==> config.mk <==
export PLATFORM = sky130hd
export DESIGN_NAME = icache
export DESIGN_NICKNAME = d
export VERILOG_FILES = /design/src/rtl/cpu_types_pkg.sv /design/src/rtl/icache.sv
export SDC_FILE = /design/constraint.sdc
export NUM_CORES = 1
export LEC_CHECK = 0
export CAP_MARGIN = 40
export CORE_MARGIN = 5
export CORE_UTILIZATION = 65
export CTS_CLUSTER_DIAMETER = 120
export DETAILED_ROUTE_END_ITERATION = 16
export PLACE_DENSITY_LB_ADDON = 0.2
export SLEW_MARGIN = 30
export SYNTH_ARGS = -nofsm -noshare
export SYNTH_HDL_FRONTEND = slang
export SYNTH_SLANG_ARGS = --single-unit
export TNS_END_PERCENT = 30
==> constraint.sdc <==
create_clock -name CLK -period 15 [get_ports CLK]
set_input_delay 1.5 -clock CLK [delete_from_list [all_inputs] [get_ports CLK]]
set_output_delay 1.5 -clock CLK [all_outputs]
set_load 0.1 [all_outputs]
==> src/rtl/cpu_types_pkg.sv <==
// rtl/cpu_types_pkg.sv - shared types for the instruction cache
package cpu_types_pkg;

  typedef enum logic {
    IDLE = 1'b0,
    FILL = 1'b1
  } icache_state_t;

  // Fetch address layout for the default 16-set, 2-word geometry
  typedef struct packed {
    logic [24:0] tag;
    logic [3:0]  idx;
    logic [0:0]  blkoff;
    logic [1:0]  bytoff;
  } icache_addr_t;

endpackage

==> src/rtl/icache.sv <==
// rtl/icache.sv - direct-mapped instruction cache with word-serial block fill
module icache
  import cpu_types_pkg::*;
#(
  parameter int SETS        = 16,
  parameter int BLOCK_WORDS = 2
) (
  input  logic        CLK,
  input  logic        nRST,
  input  logic        imemREN,
  input  logic [31:0] imemaddr,
  output logic [31:0] imemload,
  output logic        ihit,
  output logic        iREN,
  output logic [31:0] iaddr,
  input  logic [31:0] iload,
  input  logic        iwait
);

  localparam int IB = $clog2(SETS);
  localparam int OB = $clog2(BLOCK_WORDS);
  localparam int CW = (OB > 0) ? OB : 1;
  localparam int TW = 30 - IB - OB;

  icache_state_t   state, state_nxt;
  logic [CW-1:0]   cnt, cnt_nxt;
  logic [TW-1:0]   fill_tag;
  logic [IB-1:0]   fill_idx;
  logic [SETS-1:0] valid;
  logic [TW-1:0]   tags [SETS];
  logic [31:0]     data [SETS][BLOCK_WORDS];

  logic [TW-1:0] req_tag;
  logic [IB-1:0] req_idx;
  logic [CW-1:0] req_word;
  logic          lookup_hit;
  logic          last_word;
  logic          word_done;
  logic          miss_start;
  logic          unused_bytoff;

  assign req_tag       = imemaddr[31:IB+OB+2];
  assign req_idx       = imemaddr[IB+OB+1:OB+2];
  assign req_word      = CW'(imemaddr[31:2] & 30'(BLOCK_WORDS - 1));
  assign unused_bytoff = ^imemaddr[1:0];

  assign lookup_hit = valid[req_idx] && (tags[req_idx] == req_tag);
  assign last_word  = (cnt == CW'(BLOCK_WORDS - 1));
  assign word_done  = (state == FILL) && !iwait;
  assign miss_start = (state == IDLE) && imemREN && !lookup_hit;

  always_comb begin
    state_nxt = state;
    cnt_nxt   = cnt;
    ihit      = 1'b0;
    imemload  = 32'h0;
    iREN      = 1'b0;
    iaddr     = 32'h0;
    case (state)
      IDLE: begin
        ihit = imemREN && lookup_hit;
        if (ihit) imemload = data[req_idx][req_word];
        if (miss_start) begin
          state_nxt = FILL;
          cnt_nxt   = '0;
        end
      end
      FILL: begin
        iREN  = 1'b1;
        iaddr = (32'({fill_tag, fill_idx}) << (OB + 2)) | (32'(cnt) << 2);
        if (!iwait) begin
          // Compare before incrementing so the counter never spills into the index
          if (last_word) begin
            state_nxt = IDLE;
            cnt_nxt   = '0;
          end else begin
            cnt_nxt = cnt + 1'b1;
          end
        end
      end
      default: state_nxt = IDLE;
    endcase
  end

  always_ff @(posedge CLK or negedge nRST) begin
    if (!nRST) begin
      state    <= IDLE;
      cnt      <= '0;
      fill_tag <= '0;
      fill_idx <= '0;
      valid    <= '0;
    end else begin
      state <= state_nxt;
      cnt   <= cnt_nxt;
      if (miss_start) begin
        fill_tag         <= req_tag;
        fill_idx         <= req_idx;
        // Victim is invalidated up front so an interrupted fill is never trusted
        valid[req_idx]   <= 1'b0;
      end
      if (word_done && last_word) valid[fill_idx] <= 1'b1;
    end
  end

  always_ff @(posedge CLK) begin
    if (word_done) data[fill_idx][cnt] <= iload;
    if (word_done && last_word) tags[fill_idx] <= fill_tag;
  end

endmodule
==> results.toml <==
[cells_and_area]
syn_to_final_growth_pct = 15.6
final_area_um2 = 66900
final_layout_size_suffix_gt1_share_pct = 29.4
final_cell_mix = "edfxtp_1 (1,424), mux4_2 (396), clkbuf_16 (153), clkdlybuf4s50_1 (97), mux2i_1 (65)"
layout_commonest_cell = "edfxtp_1"
fin_nets = 2991
instances_no_fill = 4203

[detailed_routing]
first_pass_iters = 8
routed_wl_um = 147000
route.detailed.drc = 0
drt-initial-drc-count = 4145
vias_per_cell = 7.11
antenna_left = 0
wl_per_cell_um = 34.9
dr_total_vias = 29878

[timing]
worstMarginPinSlew_ns = 0.922
final-setup-viol-count = 0
rsz0062_at_grt = "false"
period_needed_ns = 8.18
fin_crit_sh_pct = 54.5
slew_violations = 0
setup_tns_ns = 0
fin_skew_ns = 0.0267
final_hold_viol_count = 0
fmax_ghz = 0.122
slew_headroom_pct = 38.5

[clocking]
holdBufCountCts = 0
ctsResizeCount = 0
post_cts_buffers = 0
clock_sinks = 1471
cts_buffer_depth = 3
htreeDepth = 4
numCtsBuffers = 145
clkLatencyLatePin_ns = 0.73
cts-root-buf = "clkbuf_16"
clk_pin_slew_ns = 0.06
cts_tree = "yes"

[grt]
grt_max_degree = 115
grt_first_pass_wirelength_um = 212000
grt_util_all_layers_pct = 31.4
grt_overflow = 0
antenna_found_initial = 6
grt_pass1_vias = 30612

[critical_path]
worstRegToRegCells = 10
path_delay_family = "buffers and inverters"
crit_slowest_cell = "buf_4"
crit_path_start = "imemaddr[3]"
critPathRequiredTime_ns = 13.50
r2r-start = "tags[15][20]"
start_kind = "input port"
crit_fanout = 60
worstSetupEndpointType = "primary output"
crit_cells = 15
critPathKind = "input port to primary output"
crit_top_cell = "buf_4"
cp.arrival_ns = 6.68
path_buf_inv = 7
crit_chain = "buf_8 -> buf_4 -> mux4_2 -> mux2i_1 -> o32ai_1 -> a211oi_1 -> a21oi_1 -> a21oi_2 -> buf_4 -> nand4b_4 -> buf_4 -> buf_16 -> nor3_2 -> clkdlybuf4s50_1 -> buf_16"
critPathMaxStageDelay_ns = 0.75

[synthesis]
yosys.cell_types.count = 61
synth_edf_count = 1424
ys_warn_count = 0
synth_area_leader_cell = "edfxtp_1"
synthArstFlopShare_pct = 3.20
syn_area_um2 = 57900
avgSynthCellArea_um2 = 21.9
synth_ff_type = "edfxtp_1"
postSynthCellCount = 2641
synth_top_area_share_pct = 73.9
synth_seq_cells = 1471
synth-seq-area-share_pct = 75.9
ys_top_cells_by_area = "edfxtp_1 (74%), mux4_2 (15%), dfrtp_1 (2.0%)"

[floorplanning]
io_pins = 134
core_um2 = 88400
fp.dieH_um = 308
die_area_um2 = 95100
die_x_um = 308
start_util_pct = 65.5
row_count = 109

[pwr]
p_leak_nw = 21.4
power_density_nw_per_um2 = 149
finalPower_w = 0.00994
ir_drop_mv = 0.186

[min_path]
holdCritPathClass = "register to register"
worstHoldStart = "valid[12]"
whs_path_depth = 2

[placed_design]
place_area_um2 = 62100
place_congestion = 0.865
hpwl_um = 74200
placed_cells = 3924
io_buffers = 129

[outcome]
status = "finished clean"

[run]
cap_violations = 0
[where the power goes]
part	total (W)	switching [W]	internal, W	leakage, nW
Sequential	0.00509	0.000232	0.00486	13.4
Clock	0.00351	0.00148	0.00203	2.21
Combinational	0.00134	0.000849	0.000489	5.71
[cell usage after synthesis (all sizes together) (12+ instances only)]
library cell	count
nor2b	38
inv	16
edfxtp	1424
mux2	35
and2	60
buf	89
nand2b	15
clkbuf	67
dfrtp	47
o22ai	26
mux4	396
nor3	66
mux2i	65
o31ai	12
o21ai	33
nand2	34
nor2	58
a22oi	12
a21oi	26
a41oi	29
[worst reg2reg max path: cells and delay by family, from the launching register on]
kind | cells | cell delay [ns]
compound gates | 3 | 0.74
buf+inv | 2 | 0.81
flops | 1 | 0.37
mux | 1 | 0.49
simple gates | 4 | 1.72
[kinds of logic after synthesis]
| family | synth area share (%) |
|---|---|
| flops | 75.9 |
| buf+inv | 1.39 |
| mux | 17.2 |
| compound gates | 2.22 |
| simple gates | 3.08 |
| xor+xnor | 0.212 |
| other cells | 0.00648 |
[registers in the layout, indices dropped and copies added (netlist names)]
| signal | count |
|---|---|
| data | 1024 |
| fill_idx | 4 |
| state | 1 |
| tags | 400 |
| cnt | 1 |
| fill_tag | 25 |
| valid | 16 |
[final timing paths]
check	endpoint	slack (ns)
min in group asynchronous	fill_tag[6]	0.92
max in group asynchronous	state	13.59
hold / removal	valid[12]	0.54
setup / recovery	imemload[15]	6.82
setup reg to reg	fill_tag[12]	10.74
hold reg to reg	valid[12]	0.54
[routing by layer]
layer / vias up / track usage (%) / routed length (µm)
met5: - / 0 / 39
met4: 6 / 11.3 / 5980
met3: 420 / 5.85 / 15800
met2: 2154 / 51.9 / 73900
met1: 15599 / 43.3 / 51100
li1: 11699 / - / -
[layout make-up]
| class | instances | area, µm² |
|---|---|---|
| timing repair buffer | 290 | 3470 |
| clock inverter | 60 | 519 |
| fill | 4499 | 21500 |
| antenna | 3 | 7.51 |
| inverter | 16 | 65.1 |
| multi-input combinational | 999 | 13400 |
| tap | 1165 | 1460 |
| sequential | 1471 | 43900 |
| clock buffer | 199 | 4050 |
[metrics by stage]
step                setup WS, ns  hold WS, ns  utilization [%]
finish                      6.82        0.544             75.7
detailed placement          6.73        0.523             70.3
global route                6.60        0.561             75.7
floorplan                   7.68        0.489                -
global placement            6.32        0.505             68.6
CTS                         6.65        0.540             75.5
No activity file was read; power rests on OpenSTA's default activity.
